--- config.mk ---
export PLATFORM = sky130hd
export DESIGN_NAME = mips_div_unit_flat
export DESIGN_NICKNAME = d
export VERILOG_FILES = /design/src/rtl/mips_div_unit_pkg.sv /design/src/rtl/mips_div_unit_if.sv /design/src/rtl/mips_div_unit_div_step.sv /design/src/rtl/mips_div_unit.sv /design/src/flat_wrapper.sv
export SDC_FILE = /design/constraint.sdc
export NUM_CORES = 1
export LEC_CHECK = 0
export ABC_AREA = 0
export BUFFER_PORTS_ARGS = -buffer_cell sky130_fd_sc_hd__buf_2
export CORE_ASPECT_RATIO = 0.9
export CORE_UTILIZATION = 60
export DETAILED_ROUTE_END_ITERATION = 16
export PLACE_DENSITY = 0.86
export SLEW_MARGIN = 20
export SYNTH_ARGS = -nofsm -noshare
export SYNTH_HDL_FRONTEND = slang
export SYNTH_SLANG_ARGS = --single-unit
--- constraint.sdc ---
create_clock -name clk -period 5.6 [get_ports clk]
set_input_delay 0 -clock clk [delete_from_list [all_inputs] [get_ports clk]]
set_output_delay 0 -clock clk [all_outputs]
set_load 0.1 [all_outputs]
--- src/rtl/mips_div_unit_pkg.sv ---
`default_nettype none
// ============================================================================
//  Module      : mips_div_unit_pkg
//  Description : Shared state encoding, latency and result-field offsets for
//                the iterative MIPS divider.
//  Revision    : 1.0 - initial release
// ============================================================================
package mips_div_unit_pkg;

    localparam int DIV_DW      = 32;
    localparam int DIV_LATENCY = DIV_DW + 1;
    localparam int QUO_LSB     = DIV_DW;
    localparam int REM_LSB     = 0;

    typedef enum logic [1:0] {
        DIV_IDLE = 2'd0,
        DIV_CALC = 2'd1,
        DIV_DONE = 2'd2
    } div_state_t;

endpackage
`default_nettype wire

--- src/rtl/mips_div_unit_if.sv ---
`default_nettype none
// ============================================================================
//  Module      : mips_div_unit_if
//  Description : Divisor/dividend valid-ready request channels and the
//                result channel between the execute stage and the divider.
//  Revision    : 1.0 - initial release
// ============================================================================
interface mips_div_unit_if #(
    parameter int DW = 32
);
    logic              s_axis_divisor_tvalid;
    logic              s_axis_divisor_tready;
    logic [DW-1:0]     s_axis_divisor_tdata;
    logic              s_axis_dividend_tvalid;
    logic              s_axis_dividend_tready;
    logic [DW-1:0]     s_axis_dividend_tdata;
    logic              m_axis_dout_tvalid;
    logic [2*DW-1:0]   m_axis_dout_tdata;

    // Execute-stage side
    modport master (
        output s_axis_divisor_tvalid, s_axis_divisor_tdata,
        output s_axis_dividend_tvalid, s_axis_dividend_tdata,
        input  s_axis_divisor_tready, s_axis_dividend_tready,
        input  m_axis_dout_tvalid, m_axis_dout_tdata
    );

    // Divider side
    modport slave (
        input  s_axis_divisor_tvalid, s_axis_divisor_tdata,
        input  s_axis_dividend_tvalid, s_axis_dividend_tdata,
        output s_axis_divisor_tready, s_axis_dividend_tready,
        output m_axis_dout_tvalid, m_axis_dout_tdata
    );
endinterface
`default_nettype wire

--- src/rtl/mips_div_unit_div_step.sv ---
`default_nettype none
// ============================================================================
//  Module      : mips_div_unit_div_step
//  Description : One restoring shift-subtract step on unsigned magnitudes.
//  Revision    : 1.0 - initial release
// ============================================================================
module mips_div_unit_div_step #(
    parameter int DW = 32
) (
    input  wire [DW:0]   i_rem,
    input  wire [DW-1:0] i_dvs,
    input  wire          i_bit,
    output logic [DW:0]  o_rem,
    output logic         o_qbit
);
    logic [DW+1:0] w_shift;
    logic [DW+1:0] w_diff;

    // Shift in the next dividend bit, trial-subtract, keep the difference
    // only when it did not go negative (sign bit of the widened difference).
    always_comb begin
        w_shift = {i_rem, i_bit};
        w_diff  = w_shift - {2'b00, i_dvs};
        o_qbit  = ~w_diff[DW+1];
        o_rem   = (DW+1)'(o_qbit ? w_diff : w_shift);
    end
endmodule
`default_nettype wire

--- src/rtl/mips_div_unit.sv ---
`default_nettype none
// ============================================================================
//  Module      : mips_div_unit
//  Description : Multi-cycle restoring divider, DIV (SIGNED=1) or DIVU
//                (SIGNED=0). Returns {quotient, remainder} with a one-cycle
//                valid pulse. Optional macro DIV_EARLY_OUT_EN skips the loop
//                when divisor==0 or |dividend| < |divisor|.
//  Revision    : 1.0 - initial release
// ============================================================================
module mips_div_unit
    import mips_div_unit_pkg::*;
#(
    parameter int SIGNED = 1,
    parameter int DW     = DIV_DW
) (
    input  wire              clk,
    input  wire              resetn,
    mips_div_unit_if.slave   div_bus
);
    localparam int CW = $clog2(DW);

    div_state_t        r_state;
    logic [DW-1:0]     r_dvd;      // dividend magnitude, shifts into quotient
    logic [DW-1:0]     r_dvs;
    logic [DW:0]       r_rem;
    logic [CW-1:0]     r_cnt;
    logic              r_neg_q;
    logic              r_neg_r;
    logic              r_div0;
    logic              r_tvalid;
    logic [2*DW-1:0]   r_tdata;

    logic              w_ready;
    logic              w_accept;
    logic              w_dvd_neg;
    logic              w_dvs_neg;
    logic [DW-1:0]     w_dvd_mag;
    logic [DW-1:0]     w_dvs_mag;
    logic              w_dvs_zero;
    logic              w_early;
    logic [DW:0]       w_step_rem;
    logic              w_qbit;
    logic [DW-1:0]     w_quo_raw;
    logic [DW-1:0]     w_quo_fix;
    logic [DW-1:0]     w_rem_fix;

    assign w_ready  = (r_state == DIV_IDLE) && resetn;
    assign w_accept = w_ready && div_bus.s_axis_divisor_tvalid
                              && div_bus.s_axis_dividend_tvalid;

    assign div_bus.s_axis_divisor_tready  = w_ready;
    assign div_bus.s_axis_dividend_tready = w_ready;
    assign div_bus.m_axis_dout_tvalid     = r_tvalid;
    assign div_bus.m_axis_dout_tdata      = r_tdata;

    // Operand signs and magnitudes at the input; 0x80000000 maps to 2^31.
    always_comb begin
        w_dvd_neg  = (SIGNED != 0) && div_bus.s_axis_dividend_tdata[DW-1];
        w_dvs_neg  = (SIGNED != 0) && div_bus.s_axis_divisor_tdata[DW-1];
        w_dvd_mag  = w_dvd_neg ? -div_bus.s_axis_dividend_tdata
                               :  div_bus.s_axis_dividend_tdata;
        w_dvs_mag  = w_dvs_neg ? -div_bus.s_axis_divisor_tdata
                               :  div_bus.s_axis_divisor_tdata;
        w_dvs_zero = (div_bus.s_axis_divisor_tdata == '0);
    end

`ifdef DIV_EARLY_OUT_EN
    assign w_early = w_dvs_zero || (w_dvd_mag < w_dvs_mag);
`else
    assign w_early = 1'b0;
`endif

    mips_div_unit_div_step #(.DW(DW)) u_step (
        .i_rem  (r_rem),
        .i_dvs  (r_dvs),
        .i_bit  (r_dvd[DW-1]),
        .o_rem  (w_step_rem),
        .o_qbit (w_qbit)
    );

    // Final-step sign fix-up. With a zero divisor the loop reproduces the
    // dividend magnitude as remainder, so re-applying the dividend sign
    // returns the dividend unchanged; only the quotient needs overriding.
    always_comb begin
        w_quo_raw = {r_dvd[DW-2:0], w_qbit};
        w_quo_fix = r_div0  ? {DW{1'b1}} : (r_neg_q ? -w_quo_raw : w_quo_raw);
        w_rem_fix = r_neg_r ? -w_step_rem[DW-1:0] : w_step_rem[DW-1:0];
    end

    // Control FSM and datapath: accept, iterate DW steps, pulse result.
    always_ff @(posedge clk or negedge resetn) begin
        if (!resetn) begin
            r_state  <= DIV_IDLE;
            r_dvd    <= '0;
            r_dvs    <= '0;
            r_rem    <= '0;
            r_cnt    <= '0;
            r_neg_q  <= 1'b0;
            r_neg_r  <= 1'b0;
            r_div0   <= 1'b0;
            r_tvalid <= 1'b0;
            r_tdata  <= '0;
        end else begin
            case (r_state)
                DIV_IDLE: begin
                    if (w_accept) begin
                        r_dvd   <= w_dvd_mag;
                        r_dvs   <= w_dvs_mag;
                        r_rem   <= '0;
                        r_cnt   <= CW'(DW-1);
                        r_neg_q <= w_dvd_neg ^ w_dvs_neg;
                        r_neg_r <= w_dvd_neg;
                        r_div0  <= w_dvs_zero;
                        if (w_early) begin
                            r_state  <= DIV_DONE;
                            r_tvalid <= 1'b1;
                            r_tdata  <= {(w_dvs_zero ? {DW{1'b1}} : {DW{1'b0}}),
                                         div_bus.s_axis_dividend_tdata};
                        end else begin
                            r_state <= DIV_CALC;
                        end
                    end
                end
                DIV_CALC: begin
                    r_rem <= w_step_rem;
                    r_dvd <= w_quo_raw;
                    r_cnt <= r_cnt - 1'b1;
                    if (r_cnt == '0) begin
                        r_state  <= DIV_DONE;
                        r_tvalid <= 1'b1;
                        r_tdata  <= {w_quo_fix, w_rem_fix};
                    end
                end
                DIV_DONE: begin
                    r_state  <= DIV_IDLE;
                    r_tvalid <= 1'b0;
                end
                default: begin
                    r_state  <= DIV_IDLE;
                    r_tvalid <= 1'b0;
                end
            endcase
        end
    end
endmodule
`default_nettype wire

--- src/flat_wrapper.sv ---
// flat-port wrapper written by rule: the top's interface ports become plain ports
module mips_div_unit_flat import mips_div_unit_pkg::*;
#(
    parameter int SIGNED = 1,
    parameter int DW     = DIV_DW
)
  (clk, resetn, div_bus_s_axis_divisor_tvalid, div_bus_s_axis_divisor_tdata, div_bus_s_axis_dividend_tvalid, div_bus_s_axis_dividend_tdata, div_bus_s_axis_divisor_tready, div_bus_s_axis_dividend_tready, div_bus_m_axis_dout_tvalid, div_bus_m_axis_dout_tdata);
  mips_div_unit_if #(.DW(DW)) div_bus_i ();
  input  wire clk;
  input  wire resetn;
  input wire logic [$bits(div_bus_i.s_axis_divisor_tvalid)-1:0] div_bus_s_axis_divisor_tvalid;
  input wire logic [$bits(div_bus_i.s_axis_divisor_tdata)-1:0] div_bus_s_axis_divisor_tdata;
  input wire logic [$bits(div_bus_i.s_axis_dividend_tvalid)-1:0] div_bus_s_axis_dividend_tvalid;
  input wire logic [$bits(div_bus_i.s_axis_dividend_tdata)-1:0] div_bus_s_axis_dividend_tdata;
  output wire logic [$bits(div_bus_i.s_axis_divisor_tready)-1:0] div_bus_s_axis_divisor_tready;
  output wire logic [$bits(div_bus_i.s_axis_dividend_tready)-1:0] div_bus_s_axis_dividend_tready;
  output wire logic [$bits(div_bus_i.m_axis_dout_tvalid)-1:0] div_bus_m_axis_dout_tvalid;
  output wire logic [$bits(div_bus_i.m_axis_dout_tdata)-1:0] div_bus_m_axis_dout_tdata;
  assign div_bus_i.s_axis_divisor_tvalid = div_bus_s_axis_divisor_tvalid;
  assign div_bus_i.s_axis_divisor_tdata = div_bus_s_axis_divisor_tdata;
  assign div_bus_i.s_axis_dividend_tvalid = div_bus_s_axis_dividend_tvalid;
  assign div_bus_i.s_axis_dividend_tdata = div_bus_s_axis_dividend_tdata;
  assign div_bus_s_axis_divisor_tready = div_bus_i.s_axis_divisor_tready;
  assign div_bus_s_axis_dividend_tready = div_bus_i.s_axis_dividend_tready;
  assign div_bus_m_axis_dout_tvalid = div_bus_i.m_axis_dout_tvalid;
  assign div_bus_m_axis_dout_tdata = div_bus_i.m_axis_dout_tdata;
  mips_div_unit #(.SIGNED(SIGNED), .DW(DW)) u_core (.clk(clk), .resetn(resetn), .div_bus(div_bus_i));
endmodule
### Word level (Yosys, flattened, before mapping)

Cells that the tools add are included.

| word-level totals | value |
|---|---|
| flip-flop bits (word level) | 172 |
| input bits | 68 |
| output and inout port bits | 67 |
| word-level logic and storage cells | 51 |

| cells by class | value |
|---|---|
| add/sub/neg operators | 6 |
| eq/ne operators | 3 |
| muxes and demuxes | 17 |
| bitwise gates (word level) | 3 |
| reduce and logical (&&, ||, !) cells | 12 |

Operators with widths:

| cell | number |
|---|---|
| $mux W32 | 6 |
| $neg A32 Y32 | 4 |
| $mux W33 | 2 |
| $pmux W33 S2 | 1 |
| $pmux W32 S2 | 1 |
| $sub A34 B32 Y34 | 1 |
| $logic_not A32 Y1 | 1 |
| $pmux W5 S2 | 1 |
| $reduce_and A2 Y1 | 5 |
| $logic_not A5 Y1 | 1 |
| $mux W5 | 1 |
| $sub A5 B1 Y5 const B | 1 |
| $mux W2 | 2 |
| $ne A2 B1 Y1 const B | 2 |
| $pmux W2 S2 | 1 |
| $logic_and A1 B1 Y1 | 3 |
| $eq A2 B1 Y1 const B | 1 |
| $logic_not A2 Y1 | 1 |
| $not A1 Y1 | 2 |
| $pmux W1 S2 | 1 |
| $reduce_bool A2 Y1 | 1 |
| $mux W1 | 1 |
| $xor A1 B1 Y1 | 1 |

### Depth between registers and ports, before layout

Gate-level depths: netlist of run 1.

| logic depth | value |
|---|---|
| depth after elaboration | 6 |
| gate-level depth with buffers | 22 |
| mapped depth without buffers | 18 |

### By module

From an unflattened synthesis of run 1, not the netlist that was laid out.

| second synthesis, totals | value |
|---|---|
| cells, all modules | 1339 |
| area total of the unflattened synthesis | 11627.4 sq um |

Modules (own cells, without submodules):

| module | times used | cells each | area each (sq um) | seq. area each (sq um) |
|---|---|---|---|---|
| mips_div_unit | 1 | 1033 | 9414.0 | 4304.1 |
| mips_div_unit_div_step | 1 | 306 | 2213.4 | 0.0 |

### Worst setup path after synthesis of run 1

OpenSTA, ideal clock, no wires.

| path | value |
|---|---|
| path kind | reg2reg |
| from | register u_core.r_rem[0] |
| to | register u_core.r_tdata[60], in the netlist u_core.div_bus.m_axis_dout_tdata[60] |
| setup time | 0.137 ns |
| data arrival time | 4.213 ns |
| data required time | 5.463 ns |
| setup slack | 1.250 ns |
| stages on the path, launching flop included | 20 |
| path buffers | 3 |
| period minus slack after synthesis | 4.350 ns |
| path through | dfrtp_1 -> ha_1 -> nor2b_1 -> o31a_2 -> o211ai_2 -> nand3_1 -> a21oi_2 -> xnor2_2 -> inv_2 -> buf_2 -> buf_2 -> buf_1 -> ha_1 -> nand3b_1 -> nand2b_1 -> nand2b_1 -> or3_1 -> o31ai_1 -> xor2_1 -> a21oi_1 |

| on the way | value |
|---|---|
| word-level cells in the longest chain between the ends | 5 |

RTL lines:

| what | line | RTL |
|---|---|---|
| start, declared | mips_div_unit.sv:25 | `logic [DW:0] r_rem;` |
| start signal, assigned | mips_div_unit.sv:125 | `r_rem <= w_step_rem;` |
| $sub A34 B32 Y34 | mips_div_unit_div_step.sv:23 | `w_diff = w_shift - {2'b00, i_dvs};` |
| $not A1 Y1 | mips_div_unit_div_step.sv:24 | `o_qbit = ~w_diff[DW+1];` |
| $neg A32 Y32 | mips_div_unit.sv:86 | `w_quo_fix = r_div0 ? {DW{1'b1}} : (r_neg_q ? -w_quo_raw : w_quo_raw);` |
| $mux W32 (2 in a row) | mips_div_unit.sv:86 |  |
| end signal, assigned | mips_div_unit.sv:117 | `r_tdata <= {(w_dvs_zero ? {DW{1'b1}} : {DW{1'b0}}),` |
| end signal, assigned | mips_div_unit.sv:131 | `r_tdata <= {w_quo_fix, w_rem_fix};` |
| end, declared | mips_div_unit.sv:31 | `logic [2*DW-1:0] r_tdata;` |

Every way passes these cells.
A chain may end at the register's enable or synchronous reset.

### Worst setup path in the final report of run 1

| path | value |
|---|---|
| from | register u_core.r_rem[0] |
| to | register u_core.r_tdata[28], in the netlist u_core.div_bus.m_axis_dout_tdata[28] |

| on the way | value |
|---|---|
| word-level cells in the longest chain between the ends | 4 |

RTL lines:

| what | line | RTL |
|---|---|---|
| $sub A34 B32 Y34 | mips_div_unit_div_step.sv:23 |  |
| $mux W33 (*) | mips_div_unit_div_step.sv:25 | `o_rem = (DW+1)'(o_qbit ? w_diff : w_shift);` |
| $neg A32 Y32 | mips_div_unit.sv:87 | `w_rem_fix = r_neg_r ? -w_step_rem[DW-1:0] : w_step_rem[DW-1:0];` |
| $mux W32 (*) | mips_div_unit.sv:87 |  |

Every way passes the cells marked *; elsewhere a longest branch is shown, timed or not.

==> impl_metrics.csv, run 1 <==
group,metric,value,unit
grt,antenna_found_initial,1,
clock_network,cts-root-buf,"clkbuf_16",
sta,relSlewSlack,0.279,
sta,hold_viol_final,0,
sta,holdWs,0.00324,ns
synth,ys_seq_elements,172,
final_layout,area_delta_synth_final,16.7,%
critical_path,path_max_fanout,9,
place,port_buffers,134,
detailed_routing,ant_nets,0,
detailed_routing,first_iter_violations,1474,
grt,grt_pass1_vias,10371,
sta,fin_crit_sh,0.803,
die,core-area,19400,um2
sta,timing.final.crit_period,4.50,ns
critical_path,worst_ep_arrival_time,4.80,ns
final_layout,layout_commonest_cell,"o21ai_0",
synth,synth.distinct_cells,93,
synth,yosys.area_share.simple,0.183,
detailed_routing,routed_wirelength,34900,um
synth,ys.flop_type,"dfrtp_1",
die,initial_core_util,0.620,
clock_network,clock_path_buffers,2,
critical_path,r2r-start,"u_core.r_rem[0]",
synth,synth_area_per_cell,8.40,um2
outcome,status,"complete, no violations",
critical_path,startpoint,"u_core.r_rem[0]",
die,fp.dieH,136,um
synth,yosys.area_share.adder,0.0412,
synth,synth_fp_nets,1539,
clock_network,postCtsSetupBuffers,0,
hold_path,hold_path_class,"input port to async pin",
final_layout,nets,1683,
final_layout,layout-drive-gt1-share,0.132,
clock_network,htree_levels,4,
critical_path,critPathKind,"flop to flop",
die,fp.dieW,151,um
die,rows,48,
clock_network,clkTransAtPathRegs,0.07,ns
synth,seq_area_frac_synth,0.358,
sta,setup-tns-final,0,ns
synth,muxShareOfSynthArea,0.0247,
sta,fmax,222,MHz
sta,tightest_slew,1.08,ns
clock_network,cts.sinks,172,
grt,grt_max_degree,76,
synth,synth_largest_area_cell,"dfrtp_1",
detailed_routing,vias,11686,
synth,synth_cells,1432,
sta,setup_viol,0,
sta,rsz0062_at_grt,"no",
synth,synth-xor-area-share,0.102,
sta,final.setup.worst_slack,1.10,ns
die,dieArea,20600,um2
detailed_routing,dr.pass1.iters,8,
critical_path,start_kind,"flop",
place,placed_area,12800,um2
clock_network,clk_latency,0.44,ns
place,gp_congestion,0.985,
synth,yosys-top-cells-area,"dfrtp_1, o21ai_0, xor2_1",
sta,fin_skew,0.00920,ns
synth,synth_edf_count,0,
clock_network,cts_tree,"built",
critical_path,crit_path_end_kind,"flop",
final_layout,postLayoutCellArea,14000,um2
place,hpwl,24700,um
synth,synthesis.area,12000,um2
clock_network,cts_buffers,17,
grt,grt_pass1_wl,55200,um
place,dp_slack,1.20,ns
detailed_routing,wire_per_inst,19.0,um
detailed_routing,drc,0,
synth,synth-compound-area-share,0.244,
die,io_pins,135,
synth,async_reset_ff_frac,1.00,
synth,synth_top_area_share,0.358,
synth,yosys_warnings,0,
final_layout,layout_common_cells,"o21ai_0, dfrtp_1, nand2_1, buf_2, xor2_1",
synth,synth_top_family_by_area,"compound AO/OA/AOI/OAI gates",
grt,grt_usage,0.347,
detailed_routing,viasPerCell,6.35,
sta,slew_violations,0,
grt,overflow,0,
job,max_cap_violations,0,
critical_path,cp.required,5.90,ns
==> layer usage <==
metal | vias up | GRT usage | wire length (um) | part of all wire
li1 | 5481 | - | - | -
met3 | 62 | 0.0983 | 4390 | 0.13
met5 | - | 0 | 0 | 0
met1 | 5478 | 0.532 | 15700 | 0.45
met2 | 665 | 0.472 | 14300 | 0.41
met4 | 0 | 0.0878 | 547 | 0.016
==> critical path, stage by stage, from the launching register on <==
cell,delay (ns)
dfrtp_1,0.49
ha_1,0.33
nor2b_1,0.15
o31a_2,0.36
o211ai_2,0.27
nand3_1,0.13
a21oi_2,0.25
xnor2_4,0.19
inv_2,0.16
a21oi_1,0.28
ha_1,0.34
nand4_1,0.15
mux2i_1,0.36
o2111ai_2,0.23
o41ai_1,0.39
xnor2_1,0.18
o21ai_1,0.08
==> synth_stat cells, types with 31 or more instances <==
cell type	n
nor2_1	82
a21oi_1	91
ha_1	38
nand3_1	47
dfrtp_1	172
clkbuf_1	60
inv_1	55
xor2_1	95
nand2_1	161
o21ai_0	182
o31ai_1	31
xnor2_1	43
==> stage by stage <==
step | utilization | instances
floorplan | - | 1432
global placement | 0.658 | 1739
detailed placement | 0.658 | 1739
CTS | 0.723 | 1839
global route | 0.723 | 1840
finish | 0.723 | 1840
==> registers in the layout, indices dropped and copies added (netlist names) <==
| register | flops |
|---|---|
| u_core.r_div0 | 1 |
| u_core.r_cnt | 5 |
| u_core.div_bus.m_axis_dout_tdata | 64 |
| u_core.r_neg_q | 1 |
| u_core.div_bus.m_axis_dout_tvalid | 1 |
| u_core.r_dvs | 32 |
| u_core.r_state | 2 |
| u_core.r_neg_r | 1 |
| u_core.r_rem | 33 |
| u_core.r_dvd | 32 |
==> final timing paths <==
kind	to	slack, ns	cells past startpoint
max	u_core.div_bus.m_axis_dout_tdata[28]	1.10	16
max in group asynchronous	u_core.div_bus.m_axis_dout_tdata[19]	3.59	4
min	u_core.r_dvd[19]	0.003	2
max reg2reg	u_core.div_bus.m_axis_dout_tdata[28]	1.10	16
min in group clk	u_core.r_dvd[29]	0.01	5
min reg2reg	u_core.div_bus.m_axis_dout_tdata[59]	0.47	2
==> final cells by class <==
cell class	instances	area, um2
multi-input combinational	1118	7190
fill	1413	5370
sequential	172	4300
timing repair buffer	210	1420
clock buffer	18	439
tap	250	313
inverter	57	214
clock inverter	14	148
antenna	1	2.50
==> cells by family (layout without fill, tap and decap cells) <==
group / count (synthesis) / count (layout)
DFF: 172 / 172
xor gates and xnor gates: 139 / 139
AOI/OAI and AO/OA: 467 / 467
adders and majority gates: 39 / 39
and+or+nand+nor: 444 / 444
buffers and inverters: 142 / 299
other: 0 / 1
muxes: 29 / 29
==> repair_timing <==
action | 4_1_cts | 5_1_grt
endpoints found under the hold margin | 97 | 0
resized for setup | 0 | 0
hold buffers | 68 | 0
Power of run 1 is left out: the tool's default activity adds up to more than one toggle a clock period on the data nets, which glitch-free logic cannot reach.
==> run 2, diff against run 1 <==
Clock period 5.6 ns to 4.3 ns, I/O delays scaled along.
==> run 2 against run 1 <==
Effect of this change:
- sequential share of layout area fell by 0.59 points
- maximum frequency grew 11%
- clock skew is 0.0036 ns higher
==> impl_metrics.csv, run 2 (synthesis gave the netlist of run 1 again) <==
group,metric,value,unit
outcome,status,"complete, no violations",
hold_path,hold_path_class,"input port to flop",
grt,antenna_found_initial,0,
critical_path,critPathKind,"flop to flop",
sta,fmax,246,MHz
final_layout,nets,1704,
sta,hold_viol_final,0,
clock_network,clock_path_buffers,2,
job,max_cap_violations,0,
critical_path,start_kind,"flop",
sta,fin_skew,0.0128,ns
critical_path,cp.required,4.61,ns
place,placed_area,12900,um2
detailed_routing,first_iter_violations,1468,
die,fp.dieW,151,um
clock_network,htree_levels,4,
clock_network,clkTransAtPathRegs,0.08,ns
final_layout,layout_common_cells,"o21ai_0, dfrtp_1, nand2_1, buf_2, xor2_1",
final_layout,fillers,1426,
final_layout,postLayoutCellArea,14300,um2
sta,relSlewSlack,0.270,
clock_network,cts_buffers,17,
clock_network,cts-root-buf,"clkbuf_16",
critical_path,r2r_cells,14,
final_layout,multi_input_area,7260,um2
critical_path,path_max_fanout,30,
sta,timing.final.crit_period,4.06,ns
place,port_buffers,134,
detailed_routing,drc,0,
clock_network,cts.sinks,172,
grt,overflow,0,
detailed_routing,ant_nets,0,
die,fp.dieH,136,um
die,dieArea,20600,um2
sta,tightest_slew,1.09,ns
place,gp_congestion,0.945,
clock_network,postCtsSetupBuffers,0,
detailed_routing,routed_wirelength,36200,um
clock_network,cts_tree,"built",
die,core-area,19400,um2
clock_network,clk_latency,0.45,ns
sta,slew_violations,0,
final_layout,final-seq-area,4300,um2
final_layout,utilization,0.737,
sta,fin_crit_sh,0.944,
grt,grt_usage,0.362,
final_layout,layout-drive-gt1-share,0.148,
final_layout,area_delta_synth_final,19.0,%
grt,grt_max_degree,75,
critical_path,crit_path_end_kind,"flop",
final_layout,layout_commonest_cell,"o21ai_0",
final_layout,antenna_cells,0,
place,hpwl,25500,um
sta,setup_viol,0,
detailed_routing,vias,11911,
grt,grt_pass1_vias,10866,
hold_path,hold-path-cell-count,3,
detailed_routing,viasPerCell,6.40,
critical_path,worst_ep_arrival_time,4.37,ns
detailed_routing,wire_per_inst,19.5,um
final_layout,largest_register_ffs,64,
die,io_pins,135,
die,rows,48,
detailed_routing,dr.pass1.iters,8,
grt,grt_pass1_wl,57600,um
die,initial_core_util,0.620,
run 2: cell types whose count changed in the layout (fill, tap and decap cells not counted), moves of 2 or more:
cell,delta
clkinvlp_4,+2
inv_8,+3
buf_4,+19
o41ai_2,+2
mux2i_1,-2
clkinv_2,-2
o41ai_1,-2
inv_6,-4
run 2: path summary, 6_finish.rpt:
kind	end	slack, ns	from
max in group asynchronous	u_core.div_bus.m_axis_dout_tdata[15]	2.33	resetn
max	u_core.div_bus.m_axis_dout_tdata[31]	0.24	u_core.r_rem[0]
min reg2reg	u_core.div_bus.m_axis_dout_tdata[59]	0.47	u_core.div_bus.m_axis_dout_tdata[59]
max reg2reg	u_core.div_bus.m_axis_dout_tdata[31]	0.24	u_core.r_rem[0]
min in group asynchronous	u_core.r_dvd[18]	0.14	resetn
min	u_core.r_dvd[4]	0.03	div_bus_s_axis_divisor_tvalid
run 2: cell type report:
cell class / count / area share
Timing Repair Buffer: 231 / 0.111
Sequential cell: 172 / 0.301
Multi-Input combinational cell: 1118 / 0.508
Inverter: 57 / 0.0150
Clock buffer: 17 / 0.0297
Clock inverter: 15 / 0.0138
Tap cell: 250 / 0.0219
run 2: worst max-delay path, cell delays in order (launching register included):
cell	delay, ns
dfrtp_1	0.48
ha_1	0.32
nor2b_1	0.16
o31a_2	0.36
o211ai_2	0.20
nand3_1	0.15
a21oi_4	0.22
xnor2_4	0.16
inv_2	0.12
buf_4	0.26
or4b_1	0.60
a222oi_1	0.40
a41oi_1	0.19
xnor2_1	0.21
o21ai_1	0.07
run 2: routing by layer:
metal | global-route usage | vias up | share of wire
met5 | 0 | - | 0
met1 | 0.538 | 5623 | 0.45
met2 | 0.508 | 694 | 0.41
met4 | 0.0961 | 0 | 0.022
li1 | - | 5516 | -
met3 | 0.102 | 78 | 0.12
run 2: timing repair:
item	CTS	global route
endpoints found under the hold margin	135	0
hold buffers	69	0
setup endpoints to repair	0	8
resized for setup	0	13
run 2: through the flow:
stage               std cells  hold slack (ns)  setup TNS [ns]  setup slack (ns)
finish                   1860           0.0315               0             0.243
CTS                      1860           0.0178               0            0.0623
global placement         1759           0.0506               0             0.228
global route             1860           0.0578         -0.0401           -0.0316
detailed placement       1759           0.0674               0            0.0841
floorplan                1432           -0.296               0            0.0774
Power of run 2 is left out for the same reason.
==> run 3, diff against run 2 <==
Settings changed: ABC_AREA 0 to 1, CORE_UTILIZATION 60 to 61, PLACE_DENSITY 0.86 to 0.87, SYNTH_HIERARCHICAL from default to 1.
==> run 3 against run 2 <==
Effect of this change:
- largest cell class unchanged
- flip-flop and latch count unchanged
- synthesized area increased by 13%
- critical endpoint is now u_core/div_bus.m_axis_dout_tdata[30]
- clock skew up 0.012 ns
- via count up 27%
- critical path depth increased by 10
- count of clock-buffer cells in the layout is the same
==> impl_metrics.csv, run 3 <==
group,metric,value,unit
critical_path,crit_chain,"ha_1 > nand2_1 > nand2_1 > inv_1 > nand2_2 > inv_2 > nand3_2 > nand2_2 > nand2_2 > nand2_2 > nand3_2 > buf_12 > nand3_1 > nand2_1 > inv_1 > ha_1 > nand3_1 > nor2_1 > nand3_1 > nand2_1 > nand3_1 > nand2_1 > nand3_1 > nand2_1",
place,port_buffers,134,
grt,grt_max_degree,79,
grt,grt_usage,0.412,
clock_network,clkTransAtPathRegs,0.07,ns
detailed_routing,wire_per_inst,17.8,um
place,placed_area,14400,um2
synth,synthesis.area,13600,um2
synth,synth_cells,2158,
clock_network,clock_path_buffers,2,
sta,relSlewSlack,0.322,
sta,tightest_slew,1.01,ns
sta,setup_viol,0,
detailed_routing,vias,15137,
detailed_routing,first_iter_violations,1819,
critical_path,cpPeakStageDelay,0.46,ns
sta,slew_violations,0,
final_layout,layout_commonest_cell,"nand2_1",
die,initial_core_util,0.624,
final_layout,antenna_cells,0,
grt,antenna_found_initial,0,
final_layout,postLayoutCellArea,15500,um2
grt,grt_pass1_wl,73400,um
die,dieArea,22900,um2
clock_network,cts-root-buf,"clkbuf_16",
synth,synth_fp_nets,2264,
sta,fin_crit_sh,0.914,
clock_network,htree_levels,4,
job,max_cap_violations,0,
sta,hold_viol_final,0,
final_layout,layout_common_cells,"nand2_1, inv_1, nand3_1, nor2_1, dfrtp_1",
die,rows,51,
synth,async_reset_ff_frac,1.00,
grt,grt_pass1_vias,13896,
clock_network,cts.repair.resized,0,
sta,timing.final.crit_period,3.93,ns
die,fp.dieW,159,um
clock_network,cts_tree,"built",
clock_network,cts.sinks,172,
critical_path,cp.required,4.68,ns
synth,ys_seq_elements,172,
synth,ys.flop_type,"dfrtp_1",
sta,fmax,254,MHz
critical_path,crit_path_end_kind,"flop",
final_layout,area_delta_synth_final,14.4,%
die,io_pins,135,
die,core-area,21800,um2
synth,synth_most_common_cell,"nand2_1",
detailed_routing,ant_nets,0,
clock_network,ctsHoldBuffers,57,
grt,overflow,0,
critical_path,path_common_cell,"nand2_1",
synth,synth_largest_area_cell,"dfrtp_1",
synth,synth_edf_count,0,
clock_network,postCtsSetupBuffers,0,
place,hpwl,35000,um
critical_path,r2r_setup_slack,0.37,ns
detailed_routing,dr.pass1.iters,6,
synth,synth_area_per_cell,6.30,um2
critical_path,path_max_fanout,23,
clock_network,cts_buffers,17,
clock_network,clk_latency,0.45,ns
final_layout,nets,2423,
final_layout,largest_register_ffs,64,
hold_path,hold_path_class,"input port to flop",
final_layout,layout-drive-gt1-share,0.101,
detailed_routing,routed_wirelength,46600,um
synth,synth_top_area_share,0.317,
sta,fin_skew,0.0244,ns
synth,yosys-top-cells-area,"dfrtp_1, nand2_1, nand3_1",
outcome,status,"complete, no violations",
synth,yosys_warnings,6,
sta,setup-tns-final,0,ns
synth,seq_area_frac_synth,0.317,
final_layout,fillers,1885,
critical_path,worst_path_max_delay_cell,"dfrtp_1",
die,fp.dieH,144,um
place,gp_congestion,1.03,
critical_path,worst_ep_arrival_time,4.31,ns
sta,rsz0062_at_grt,"no",
synth,synth.distinct_cells,46,
detailed_routing,viasPerCell,5.78,
detailed_routing,drc,0,
synth,yosys-top-cells-count,"nand2_1, inv_1, nand3_1",
critical_path,start_kind,"flop",
critical_path,critPathKind,"flop to flop",
run 3: cell count changes after synthesis, sizes merged, moves of 31 or more:
| cell | previous run | this run |
|---|---|---|
| a21oi | 93 | 41 |
| inv | 56 | 346 |
| clkbuf | 61 | 21 |
| nor2 | 82 | 199 |
| o21ai | 198 | 109 |
| o31ai | 34 | 3 |
| xor2 | 95 | 57 |
| xnor2 | 44 | 2 |
| nand2 | 161 | 711 |
| nand3 | 47 | 266 |
run 3: worst max-delay path: cells and delay by family (launching register included):
family	cells	cell delay, ns
adders and majority gates	2	0.64
buffers and inverters	4	0.52
DFF	1	0.46
and+or+nand+nor	18	2.24
run 3: kinds of logic (layout without fill, tap and decap cells):
group           after synthesis  count (layout)  share of synthesized area
simple gates               1257            1257                      0.395
fa+ha+maj                    38              38                     0.0355
xor+xnor                     59              59                     0.0380
flops                       172             172                      0.317
compound gates              219             219                     0.0915
buf+inv                     413             585                      0.123
run 3: area by class of cell:
type / count / area (um2) / share of cell area
clock inverter: 15 / 158 / 0.0101
tap: 291 / 364 / 0.0234
clock buffer: 17 / 425 / 0.0274
sequential: 172 / 4300 / 0.277
inverter: 347 / 1300 / 0.0838
multi-input combinational: 1573 / 7610 / 0.490
timing repair buffer: 206 / 1380 / 0.0888
run 3: path summary, 6_finish.rpt:
kind / startpoint / endpoint / cells past startpoint
min in group asynchronous: resetn / u_core/div_bus.m_axis_dout_tdata[29] / 3
max in group asynchronous: resetn / u_core/r_dvs[24] / 3
min reg2reg: u_core/div_bus.m_axis_dout_tdata[31] / u_core/div_bus.m_axis_dout_tdata[31] / 2
min: div_bus_s_axis_dividend_tdata[10] / u_core/r_dvd[10] / 4
max reg2reg: u_core/r_rem[7] / u_core/div_bus.m_axis_dout_tdata[30] / 24
max: u_core/r_rem[7] / u_core/div_bus.m_axis_dout_tdata[30] / 24
run 3: per-stage QoR:
step	hold WS, ns	utilization	instances	setup slack, ns
4_1_cts	0.00309	0.714	2621	0.515
3_3_place_gp	-0.125	0.661	2532	0.660
3_5_place_dp	-0.128	0.661	2532	0.549
6_report	0.0197	0.715	2621	0.371
5_1_grt	0.0350	0.715	2621	0.131
2_1_floorplan	-0.296	-	2158	1.35
run 3: layer usage:
metal / global-route usage / vias to the layer above / wire [um] / part of all wire
li1: - / 7133 / - / -
met1: 0.575 / 6987 / 19900 / 0.43
met2: 0.645 / 917 / 20600 / 0.44
met3: 0.0771 / 100 / 4800 / 0.10
met4: 0.137 / 0 / 1280 / 0.027
met5: 0 / - / 0 / 0
Power of run 3 is left out for the same reason.
